[src/rtl/serializador_paralelo_serie_pkg.sv]
// rtl/serializador_paralelo_serie_pkg.sv - shared types and helpers for the parallel-to-serial transmitter
package serializador_pkg;

    typedef enum logic [2:0] {
        IDLE,
        START,
        DATA,
        PARITY,
        STOP
    } estado_t;

    // Counter width helper: a 1-value range still needs a 1-bit register.
    function automatic int clog2_min1(input int n);
        return (n <= 2) ? 1 : $clog2(n);
    endfunction

endpackage

[src/rtl/serializador_paralelo_serie_if.sv]
// rtl/serializador_paralelo_serie_if.sv - load handshake and serial line bundle
interface serializador_paralelo_serie_if #(
    parameter int WIDTH = 4
);
    logic [WIDTH-1:0] d;
    logic             ld;
    logic             rdy;
    logic             sout;
    logic             busy;
    logic             done;

    modport master (
        output d, ld,
        input  rdy, sout, busy, done
    );

    modport slave (
        input  d, ld,
        output rdy, sout, busy, done
    );
endinterface

[src/rtl/serializador_paralelo_serie_registrador.sv]
// rtl/serializador_paralelo_serie_registrador.sv - parallel-load, shift-right register exposing bit 0
module registrador_deslocamento #(
    parameter int WIDTH = 4
) (
    input  logic             clk,
    input  logic             rst,
    input  logic             clr,
    input  logic             ld,
    input  logic             sh,
    input  logic [WIDTH-1:0] d,
    output logic             q0
);
    logic [WIDTH-1:0] q;

    always_ff @(posedge clk) begin
        if (rst || clr) begin
            q <= '0;
        end else if (ld) begin
            q <= d;
        end else if (sh) begin
            q <= {1'b0, q[WIDTH-1:1]};
        end
    end

    assign q0 = q[0];
endmodule

[src/rtl/serializador_paralelo_serie.sv]
// rtl/serializador_paralelo_serie.sv - framed serial transmitter: start, data LSB first, even parity, stop
module serializador_paralelo_serie
    import serializador_pkg::*;
#(
    parameter int WIDTH      = 4,
    parameter int BIT_CYCLES = 4,
    parameter int PARITY_EN  = 1
) (
    input  logic                           clk,
    input  logic                           rst,
    input  logic                           clr,
    serializador_paralelo_serie_if.slave   bus
);
    localparam int CW = clog2_min1(BIT_CYCLES);
    localparam int IW = clog2_min1(WIDTH);
    localparam logic [CW-1:0] CNT_LAST = CW'(BIT_CYCLES - 1);
    localparam logic [IW-1:0] IDX_LAST = IW'(WIDTH - 1);

    estado_t       state, state_next;
    logic [CW-1:0] cnt;
    logic [IW-1:0] idx;
    logic          par;
    logic          done_q;
    logic          done_next;
    logic          accept;
    logic          shift;
    logic          bit_end;
    logic          data_bit;

    assign bit_end = (cnt == CNT_LAST);

    registrador_deslocamento #(.WIDTH(WIDTH)) u_shreg (
        .clk (clk),
        .rst (rst),
        .clr (clr),
        .ld  (accept),
        .sh  (shift),
        .d   (bus.d),
        .q0  (data_bit)
    );

    always_ff @(posedge clk) begin
        if (rst || clr) begin
            state  <= IDLE;
            cnt    <= '0;
            idx    <= '0;
            par    <= 1'b0;
            done_q <= 1'b0;
        end else begin
            state  <= state_next;
            done_q <= done_next;
            // Every state change coincides with bit_end, so this also clears on transitions.
            cnt    <= (state == IDLE || bit_end) ? '0 : cnt + 1'b1;
            if (accept) begin
                par <= ^bus.d;
            end
            if (state != DATA) begin
                idx <= '0;
            end else if (bit_end) begin
                idx <= idx + 1'b1;
            end
        end
    end

    always_comb begin
        state_next = state;
        accept     = 1'b0;
        shift      = 1'b0;
        done_next  = 1'b0;
        case (state)
            IDLE: begin
                if (bus.ld && !clr) begin
                    accept     = 1'b1;
                    state_next = START;
                end
            end
            START: begin
                if (bit_end) state_next = DATA;
            end
            DATA: begin
                if (bit_end) begin
                    shift = 1'b1;
                    if (idx == IDX_LAST) begin
                        state_next = (PARITY_EN != 0) ? PARITY : STOP;
                    end
                end
            end
            PARITY: begin
                if (bit_end) state_next = STOP;
            end
            STOP: begin
                if (bit_end) begin
                    state_next = IDLE;
                    done_next  = 1'b1;
                end
            end
            default: state_next = IDLE;
        endcase
    end

    always_comb begin
        case (state)
            START:   bus.sout = 1'b0;
            DATA:    bus.sout = data_bit;
            PARITY:  bus.sout = par;
            default: bus.sout = 1'b1;
        endcase
    end

    assign bus.rdy  = (state == IDLE);
    assign bus.busy = (state != IDLE);
    assign bus.done = done_q;
endmodule

[src/flat_wrapper.sv]
// flat-port wrapper written by rule: the top's interface ports become plain ports
module serializador_paralelo_serie_flat import serializador_pkg::*;
#(
    parameter int WIDTH      = 4,
    parameter int BIT_CYCLES = 4,
    parameter int PARITY_EN  = 1
)
  (clk, rst, clr, bus_d, bus_ld, bus_rdy, bus_sout, bus_busy, bus_done);
  serializador_paralelo_serie_if #(.WIDTH(WIDTH)) bus_i ();
  input  logic clk;
  input  logic rst;
  input  logic clr;
  input wire logic [$bits(bus_i.d)-1:0] bus_d;
  input wire logic [$bits(bus_i.ld)-1:0] bus_ld;
  output wire logic [$bits(bus_i.rdy)-1:0] bus_rdy;
  output wire logic [$bits(bus_i.sout)-1:0] bus_sout;
  output wire logic [$bits(bus_i.busy)-1:0] bus_busy;
  output wire logic [$bits(bus_i.done)-1:0] bus_done;
  assign bus_i.d = bus_d;
  assign bus_i.ld = bus_ld;
  assign bus_rdy = bus_i.rdy;
  assign bus_sout = bus_i.sout;
  assign bus_busy = bus_i.busy;
  assign bus_done = bus_i.done;
  serializador_paralelo_serie #(.WIDTH(WIDTH), .BIT_CYCLES(BIT_CYCLES), .PARITY_EN(PARITY_EN)) u_core (.clk(clk), .rst(rst), .clr(clr), .bus(bus_i));
endmodule
[config.mk]
export PLATFORM = sky130hd
export DESIGN_NAME = serializador_paralelo_serie_flat
export DESIGN_NICKNAME = d
export VERILOG_FILES = /design/src/rtl/serializador_paralelo_serie_pkg.sv /design/src/rtl/serializador_paralelo_serie_if.sv /design/src/rtl/serializador_paralelo_serie_registrador.sv /design/src/rtl/serializador_paralelo_serie.sv /design/src/flat_wrapper.sv
export SDC_FILE = /design/constraint.sdc
export NUM_CORES = 1
export LEC_CHECK = 0
export BUFFER_PORTS_ARGS = -buffer_cell sky130_fd_sc_hd__buf_2
export CAP_MARGIN = 15
export CORE_AREA = 2 2 39 41
export CTS_BUF_LIST = sky130_fd_sc_hd__clkbuf_4 sky130_fd_sc_hd__clkbuf_8
export DETAILED_ROUTE_END_ITERATION = 6
export DIE_AREA = 0 0 41 43
export GPL_ROUTABILITY_DRIVEN = 0
export GPL_TIMING_DRIVEN = 0
export PLACE_DENSITY = 0.77
export SLEW_MARGIN = 25
export SYNTH_ARGS = -nofsm -noshare
export SYNTH_HDL_FRONTEND = slang
export SYNTH_SLANG_ARGS = --single-unit
[constraint.sdc]
create_clock -name clk -period 1.6 [get_ports clk]
set_input_delay 0 -clock clk [delete_from_list [all_inputs] [get_ports clk]]
set_output_delay 0 -clock clk [all_outputs]
set_load 0.01 [all_outputs]
==> results of run 1 <==
[power groups by stage]
| stage | Clock [mW] | Sequential [mW] | Combinational [mW] |
|---|---|---|---|
| finish | 0.221 | 0.331 | 0.0703 |
| global route | 0.236 | 0.332 | 0.0773 |
| CTS | 0.223 | 0.331 | 0.0707 |
| detailed placement | 0 | 0.339 | 0.0684 |
| global placement | 0 | 0.338 | 0.0678 |
| floorplan | 0 | 0.338 | 0.0460 |
[worst max-delay path, delay by kind of cell, from the launching register on]
kind                   cells  cell delay [ns]
buffers and inverters      3             0.34
DFF                        1             0.31
and+or+nand+nor            2             0.44
[cells by family after synthesis]
kind of cell / Yosys count / share of synthesized area [%]
XOR/XNOR: 5 / 6.14
multiplexers: 1 / 1.40
AND/OR/NAND/NOR: 29 / 28.1
flip-flops: 13 / 36.5
adder cells (fa/ha/maj): 2 / 3.51
AO/OA/AOI/OAI: 17 / 17.7
buffers and inverters: 9 / 6.67
[metrics by stage]
| step | total power, mW | utilization (%) | cells | setup slack [ns] |
|---|---|---|---|---|
| floorplan | 0.384 | - | 76 | 0.413 |
| global placement | 0.406 | 57.0 | 103 | 0.360 |
| detailed placement | 0.407 | 57.0 | 103 | 0.318 |
| CTS | 0.625 | 59.9 | 108 | 0.238 |
| global route | 0.645 | 59.9 | 108 | 0.165 |
| finish | 0.622 | 59.9 | 108 | 0.239 |
[metal layers]
layer	track usage [%]	vias to the layer above	routed length, um
met5	0	-	0
met3	4.71	2	43
met4	6.00	0	11
li1	-	308	-
met2	28.4	13	653
met1	22.8	280	648
[timing repair]
item	in CTS	in global routing
hold endpoints to repair	1	0
hold buffers	1	0
setup endpoints to repair	0	0
[final cells by class]
type	count	area [sq um]
Fill cell	119	556
Multi-Input combinational cell	54	405
Sequential cell	13	260
Timing Repair Buffer	12	65.1
Buffer	5	32.5
Clock buffer	4	30.0
Tap cell	16	20.0
Inverter	4	15.0
[placed cells by master, fill, tap and decap left out, types with 2 or more instances in the layout]
cell and n:
sky130_fd_sc_hd__a21oi_1 5, sky130_fd_sc_hd__nor3_1 2, sky130_fd_sc_hd__nand2_1 2, sky130_fd_sc_hd__ha_1 2, sky130_fd_sc_hd__or2_1 2, sky130_fd_sc_hd__nand2b_1 2, sky130_fd_sc_hd__buf_4 3, sky130_fd_sc_hd__dfxtp_1 13
sky130_fd_sc_hd__clkbuf_4 4, sky130_fd_sc_hd__nand3_1 3, sky130_fd_sc_hd__buf_2 13, sky130_fd_sc_hd__inv_1 4, sky130_fd_sc_hd__nand3b_1 3, sky130_fd_sc_hd__nor2_1 5, sky130_fd_sc_hd__o31ai_1 2, sky130_fd_sc_hd__xnor2_1 4
[worst paths after layout]
check / startpoint / end / cells past startpoint
max: u_core.state[0] / bus_busy / 5
min: rst / u_core.state[0] / 4
max reg2reg: u_core.cnt[0] / u_core.u_shreg.q[3] / 4
min reg2reg: u_core.cnt[0] / u_core.cnt[0] / 1
[flip-flops by register name, summed over array words and instances (netlist names)]
signal	flops
u_core.par	1
u_core.bus.done	1
u_core.cnt	2
u_core.idx	2
u_core.u_shreg.q	4
u_core.state	3
==> flow_summary.rst, run 1 <==
.. list-table::
   :header-rows: 1

   * - Metric
     - Value
   * - Max Cap Violations
     - 0
   * - Pint
     - 0.476 mW
   * - Deepest level of the CTS H-tree
     - 1
   * - Total congestion overflow after global routing
     - 0
   * - Worst slack on hold paths
     - 0.0214 ns
   * - Top-count cell post-synth
     - sky130_fd_sc_hd__dfxtp_1
   * - Post-synthesis instance area
     - 713 sq um
   * - Inserted Diodes
     - 0
   * - Leading post-synthesis cells by instance count
     - sky130_fd_sc_hd__dfxtp_1 (13), sky130_fd_sc_hd__a21oi_1 (5), sky130_fd_sc_hd__nor2_1 (5), sky130_fd_sc_hd__inv_1 (4), sky130_fd_sc_hd__xnor2_1 (4)
   * - Cell at the root of the clock tree
     - sky130_fd_sc_hd__clkbuf_4
   * - DRC violation total after the first TritonRoute iteration
     - 9
   * - Cell-by-cell trace of the critical path
     - buf_4, or2_1, nor2_2, inv_1, buf_2
   * - Area of the die
     - 1760 sq um
   * - Cell with the largest stage delay on the worst path
     - sky130_fd_sc_hd__dfxtp_1
   * - Pin count of the biggest net entering global routing
     - 11
   * - Run status
     - complete, no violations
   * - Post-layout nets
     - 103
   * - Required arrival time at the worst endpoint
     - 1.60 ns
   * - Avg Synthesized Cell Area
     - 9.38 sq um
   * - Vias per Instance
     - 5.58
   * - Critical Path Start Type
     - register
   * - Worst-path fanout max
     - 8
   * - Total routing usage reported by global routing
     - 18.0%
   * - Number of top-level design ports
     - 12
   * - Number of remaining DRC errors
     - 0
   * - Total routed wirelength
     - 1360 um
   * - Slew @ Worst Pin
     - 0.365 ns
   * - Relative slew slack
     - 75.6%
   * - Synthesized Nets
     - 86
   * - Leak
     - 0.321 nW
   * - Hold violation total from the final report
     - 0
   * - Floorplan die width
     - 41 um
   * - Cell area after layout
     - 828 sq um
   * - Portion of synthesized cell area occupied by the leading cell type
     - 36.5%
   * - Classification of the worst-slack hold path
     - input pin to register
   * - Sink count of the clock tree
     - 13
   * - Number of antenna violations at the first check in global routing
     - 0
   * - Placed standard-cell area
     - 788 sq um
   * - Final-report setup violation count
     - 0
   * - Most used flip-flop cell after synthesis
     - sky130_fd_sc_hd__dfxtp_1
   * - Number of global-route vias before repair
     - 549
   * - Cell count after synthesis
     - 76
   * - Clock Tree Buf Depth
     - 2
   * - Clk_lat worst skew
     - 0.27 ns
   * - Pins over their slew limit
     - 0
   * - Share of total power consumed by net switching
     - 23.5%
   * - Fraction of final layout cells with drive strength greater than 1
     - 29.3%
   * - Worst Setup Path Type
     - register to primary output
   * - Asr flop ratio synth
     - 0%
   * - Synth-to-layout area growth
     - 16.1%
   * - Number of enable flip-flop cells after synthesis
     - 0
   * - Total core area
     - 1380 sq um
   * - Post-Route Setup TNS
     - 0 ns
   * - Post-synthesis sequential element count
     - 13
   * - Detail-routed net length per standard cell
     - 12.6 um
   * - Share of total power in sequential cells
     - 53.2%
   * - TritonCTS buffer count
     - 3
   * - Post-synth cell types
     - 37
   * - Post-DRT Antenna Nets
     - 0
   * - Setup repair after global routing missed its margin
     - no
   * - Final worst-path cycle share
     - 85.1%
   * - CP Capture Type
     - primary output
   * - Seq/Total Area, Yosys
     - 36.5%
   * - Stage delay of the slowest cell on the critical path
     - 0.31 ns
   * - Shortest period the worst path allows
     - 1.36 ns
   * - Fin Clk Skew
     - 0.00967 ns
   * - Global-route wire length before repair
     - 2220 um
   * - Largest cells by area after synthesis
     - sky130_fd_sc_hd__dfxtp_1 (36%), sky130_fd_sc_hd__xnor2_1 (4.9%), sky130_fd_sc_hd__a21oi_1 (3.5%)
   * - Power density cells
     - 751 nW/um^2
   * - Warning count from the yosys run
     - 0
   * - Total setup buffers inserted after CTS
     - 0
   * - Data arrival, critical path
     - 1.36 ns
   * - Placed wire-length estimate
     - 1010 um
   * - Quantity of I/O buffers inserted on ports
     - 11
   * - Maximum vdd drop
     - 0.000413 V
   * - CTS tree
     - built
   * - Effective utilization at floorplan
     - 51.5%
   * - Synth area leader
     - sky130_fd_sc_hd__dfxtp_1
   * - Clock share of power
     - 35.5%
   * - Via count
     - 603
   * - Achievable Freq
     - 735 MHz
   * - Clock input transition at the sequential cells of the worst setup and hold paths
     - 0.09 ns
   * - Height of the chip
     - 43 um
   * - 1st-pass router iterations
     - 4
   * - # rows
     - 14
   * - Power spent charging and discharging nets
     - 0.146 mW
   * - Gate power share
     - 11.3%
   * - CTS resizes
     - 0
   * - R2R setup slack
     - 0.30 ns
Power figures use the tool's default switching activity.
==> run 2, diff against run 1 <==
Settings changed: ABC_AREA set to 1, PLACE_DENSITY 0.77 to 0.75.
==> run 2 against run 1 <==
Effect of this change:
- via count rose by 3.2%
- combinational power rose to 4.2 times the previous value
- die area unchanged
- synthesized cell count up 30%
- global-route usage is 0.96 points lower
- count of clock-buffer cells in the layout did not move
- sequential power increased by 11%
- sequential share of layout area increased by 1.0 points
- final cell count up 20%
- power increased by 40%
- utilization down 1.9 points
- highest routed layer unchanged
==> flow_summary.rst, run 2 <==
.. list-table::
   :header-rows: 1

   * - Metric
     - Value
   * - Run status
     - complete, no violations (unchanged)
   * - Top-count cell post-synth
     - sky130_fd_sc_hd__nand2_1 (was sky130_fd_sc_hd__dfxtp_1)
   * - Post-DRT Antenna Nets
     - 0 (unchanged)
   * - Worst path setup slack after routing
     - 0.272 ns (was 0.239 ns)
   * - Worst Setup Path Type
     - register to primary output (unchanged)
   * - Synthesized Nets
     - 109 (was 86)
   * - Slew @ Worst Pin
     - 0.242 ns (was 0.365 ns)
   * - Clk_lat worst skew
     - 0.26 ns (was 0.27 ns)
   * - Achievable Freq
     - 753 MHz (was 735 MHz)
   * - Sink count of the clock tree
     - 13 (unchanged)
   * - Footprint of the multi-input gates
     - 377 sq um (was 405 sq um)
   * - CTS resizes
     - 0 (unchanged)
   * - Total routing usage reported by global routing
     - 17.1% (was 18.0%)
   * - Power spent charging and discharging nets
     - 0.309 mW (was 0.146 mW)
   * - Shortest period the worst path allows
     - 1.33 ns (was 1.36 ns)
   * - Total congestion overflow after global routing
     - 0 (unchanged)
   * - # rows
     - 14 (unchanged)
   * - Quantity of I/O buffers inserted on ports
     - 11 (unchanged)
   * - Critical Path Start Type
     - register (unchanged)
   * - Power density cells
     - 1090 nW/um^2 (was 751 nW/um^2)
   * - Cell count after synthesis
     - 99 (was 76)
   * - Number of top-level design ports
     - 12 (unchanged)
   * - Inserted Diodes
     - 0 (unchanged)
   * - Effective utilization at floorplan
     - 50.4% (was 51.5%)
   * - Portion of synthesized cell area occupied by the leading cell type
     - 37.3% (was 36.5%)
   * - Final-report setup violation count
     - 0 (unchanged)
   * - Final worst-path cycle share
     - 83.0% (was 85.1%)
   * - Endpoint with the worst hold slack
     - u_core.state[2] (was u_core.state[0])
   * - Detail-routed net length per standard cell
     - 9.63 um (was 12.6 um)
   * - Avg Synthesized Cell Area
     - 7.04 sq um (was 9.38 sq um)
   * - Largest registers
     - u_core.u_shreg.q (4), u_core.state (3) (unchanged)
   * - Number of flip-flops in the largest register
     - 4 (unchanged)
   * - Post-synthesis instance area
     - 697 sq um (was 713 sq um)
   * - Required arrival time at the worst endpoint
     - 1.60 ns (about the same)
   * - Number of remaining DRC errors
     - 0 (unchanged)
   * - DRC violation total after the first TritonRoute iteration
     - 12 (was 9)
   * - Number of global-route vias before repair
     - 565 (was 549)
   * - Global-route wire length before repair
     - 2100 um (was 2220 um)
   * - Largest cells by area after synthesis
     - sky130_fd_sc_hd__dfxtp_1 (37%), sky130_fd_sc_hd__nand2_1 (11%), sky130_fd_sc_hd__nor2_1 (9.7%) (was sky130_fd_sc_hd__dfxtp_1 (36%), sky130_fd_sc_hd__xnor2_1 (4.9%), sky130_fd_sc_hd__a21oi_1 (3.5%))
   * - Cell depth of the worst hold path
     - 4 (unchanged)
   * - Maximum vdd drop
     - 0.000534 V (was 0.000413 V)
   * - Via count
     - 622 (was 603)
   * - Gate power share
     - 33.5% (was 11.3%)
   * - Leak
     - 0.384 nW (was 0.321 nW)
   * - Clock Tree Buf Depth
     - 2 (unchanged)
   * - Cell at the root of the clock tree
     - sky130_fd_sc_hd__clkbuf_4 (unchanged)
   * - Post-Route Setup TNS
     - 0 ns (unchanged)
   * - Total routed wirelength
     - 1250 um (was 1360 um)
   * - Total core area
     - 1380 sq um (unchanged)
   * - Relative slew slack
     - 83.8% (was 75.6%)
   * - Classification of the worst-slack hold path
     - input pin to register (unchanged)
   * - Most common cell after layout, fill and taps aside
     - sky130_fd_sc_hd__nand2_1
   * - CP Capture Type
     - primary output (unchanged)
   * - Vias per Instance
     - 4.78 (was 5.58)
   * - Total setup buffers inserted after CTS
     - 0 (unchanged)
   * - Synth area leader
     - sky130_fd_sc_hd__dfxtp_1 (unchanged)
   * - Worst-path fanout max
     - 4 (was 8)
   * - Deepest level of the CTS H-tree
     - 1 (unchanged)
   * - Number of antenna violations at the first check in global routing
     - 0 (unchanged)
   * - Max Cap Violations
     - 0 (unchanged)
   * - Placed wire-length estimate
     - 1000 um (was 1010 um)
   * - R2R setup slack
     - 0.41 ns (was 0.30 ns)
   * - Post-synth cell types
     - 20 (was 37)
   * - Share of total power consumed by net switching
     - 35.4% (was 23.5%)
   * - Stage delay of the slowest cell on the critical path
     - 0.42 ns (was 0.31 ns)
   * - Setup repair after global routing missed its margin
     - no (unchanged)
   * - Cell-by-cell trace of the critical path
     - inv_1, nor3_1, nand2_1, nand3b_1, buf_2 (was buf_4, or2_1, nor2_2, inv_1, buf_2)
   * - Data arrival, critical path
     - 1.33 ns (was 1.36 ns)
   * - Cell with the largest stage delay on the worst path
     - sky130_fd_sc_hd__dfxtp_1 (unchanged)
   * - Pint
     - 0.564 mW (was 0.476 mW)
   * - Seq/Total Area, Yosys
     - 37.3% (was 36.5%)
   * - Number of enable flip-flop cells after synthesis
     - 0 (unchanged)
   * - Asr flop ratio synth
     - 0% (unchanged)
   * - Placement-stage worst setup slack
     - 0.430 ns (was 0.318 ns)
   * - Clock share of power
     - 24.6% (was 35.5%)
   * - Post-synthesis sequential element count
     - 13 (unchanged)
   * - Pin count of the biggest net entering global routing
     - 10 (was 11)
   * - Floorplan die width
     - 41 um (unchanged)
   * - Worst R2R End
     - u_core.u_shreg.q[0] (was u_core.u_shreg.q[3])
   * - Hold violation total from the final report
     - 0 (unchanged)
   * - Clock input transition at the sequential cells of the worst setup and hold paths
     - 0.08 ns (was 0.09 ns)
   * - Post-layout nets
     - 125 (was 103)
   * - Warning count from the yosys run
     - 0 (unchanged)
   * - Register name with the most flops
     - u_core.u_shreg.q (unchanged)
   * - Count of fill cells added during filler insertion
     - 134 (was 119)
   * - Leading post-synthesis cells by instance count
     - sky130_fd_sc_hd__nand2_1 (20), sky130_fd_sc_hd__nor2_1 (18), sky130_fd_sc_hd__dfxtp_1 (13), sky130_fd_sc_hd__inv_1 (12), sky130_fd_sc_hd__nand3_1 (5) (was sky130_fd_sc_hd__dfxtp_1 (13), sky130_fd_sc_hd__a21oi_1 (5), sky130_fd_sc_hd__nor2_1 (5), sky130_fd_sc_hd__inv_1 (4), sky130_fd_sc_hd__xnor2_1 (4))
   * - Share of total power in sequential cells
     - 42.0% (was 53.2%)
   * - Most frequent cells in the layout
     - sky130_fd_sc_hd__nand2_1 (20), sky130_fd_sc_hd__nor2_1 (18), sky130_fd_sc_hd__dfxtp_1 (13) (was sky130_fd_sc_hd__buf_2 (13), sky130_fd_sc_hd__dfxtp_1 (13), sky130_fd_sc_hd__nor2_1 (5), sky130_fd_sc_hd__a21oi_1 (5))
   * - Height of the chip
     - 43 um (unchanged)
   * - Worst flop-to-flop path startpoint
     - u_core.state[0] (was u_core.cnt[0])
   * - Fraction of final layout cells with drive strength greater than 1
     - 23.7% (was 29.3%)
   * - Reg2reg path depth
     - 8 (was 4)
   * - Most used flip-flop cell after synthesis
     - sky130_fd_sc_hd__dfxtp_1 (unchanged)
   * - Fin Clk Skew
     - 0.00416 ns (was 0.00967 ns)
   * - Synth-to-layout area growth
     - 15.1% (was 16.1%)
   * - CTS tree
     - built (unchanged)
   * - 1st-pass router iterations
     - 4 (unchanged)
   * - Area of the die
     - 1760 sq um (unchanged)
   * - Pins over their slew limit
     - 0 (unchanged)
   * - TritonCTS buffer count
     - 3 (unchanged)
   * - Hold_sp
     - rst (unchanged)
   * - Sequential cell area
     - 260 sq um (unchanged)
   * - Hold-fix buffers, CTS
     - 0 (was 1)
## run 2: cell count changes after synthesis, moves of 4 or more
cell | previous run | this run
sky130_fd_sc_hd__inv_1 | 4 | 12
sky130_fd_sc_hd__o21ai_1 | 0 | 4
sky130_fd_sc_hd__inv_2 | 0 | 4
sky130_fd_sc_hd__nor2_1 | 5 | 18
sky130_fd_sc_hd__nand2_1 | 2 | 20
## run 2: how the worst max path moves through the flow
stage                         start             endpoint  slack (ns)  cells past startpoint
floorplan           u_core.state[0]  u_core.u_shreg.q[0]        0.49                      8
CTS                 u_core.state[0]             bus_sout        0.26                      5
global placement    u_core.state[0]  u_core.u_shreg.q[0]        0.43                      8
global route        u_core.state[0]             bus_sout        0.18                      5
finish              u_core.state[0]             bus_sout        0.27                      5
detailed placement  u_core.state[0]  u_core.u_shreg.q[0]        0.43                      8
## run 2: layout make-up
class | count | share of cell area (%)
Tap cell | 16 | 2.50
Inverter | 16 | 7.49
Multi-Input combinational cell | 70 | 47.0
Sequential cell | 13 | 32.4
Timing Repair Buffer | 11 | 6.86
Clock buffer | 4 | 3.74
## run 2: cells by family (layout without fill, tap and decap cells)
family	after synthesis	in the layout	share of synthesized area, %
AO/OA/AOI/OAI	8	8	6.46
XOR/XNOR	4	4	5.03
adder cells (fa/ha/maj)	2	2	3.59
buffers and inverters	16	31	8.62
flip-flops	13	13	37.3
AND/OR/NAND/NOR	56	56	39.0
## run 2: power by group through the flow
| stage | Clock [mW] | Combinational, mW | Sequential, mW |
|---|---|---|---|
| final | 0.215 | 0.292 | 0.366 |
| after detailed placement | 0 | 0.292 | 0.375 |
| after global placement | 0 | 0.288 | 0.374 |
| after global routing | 0.237 | 0.332 | 0.370 |
| after CTS | 0.221 | 0.293 | 0.367 |
| after floorplan | 0 | 0.223 | 0.370 |
## run 2: per-stage QoR
step	instances	cell area (sq um)	utilization [%]	hold WS [ns]	power (mW)
detailed placement	126	772	55.8	0.307	0.666
global route	130	802	58.0	0.0274	0.939
floorplan	99	697	-	0.147	0.593
finish	130	802	58.0	0.0257	0.873
CTS	130	802	58.0	0.0233	0.881
global placement	126	772	55.8	0.299	0.662
## run 2: critical path: cells and delay by family (launching register included)
kind	cells	cell delay [ns]
flops	1	0.42
simple gates	3	0.41
buf+inv	2	0.23
## run 2: layer usage
metal / share of wire (%) / vias up / GRT usage [%]
met2: 46 / 9 / 25.3
met4: 0.88 / 0 / 8.67
met1: 49 / 272 / 22.7
li1: - / 339 / -
met5: 0 / - / 0
met3: 4.1 / 2 / 3.14
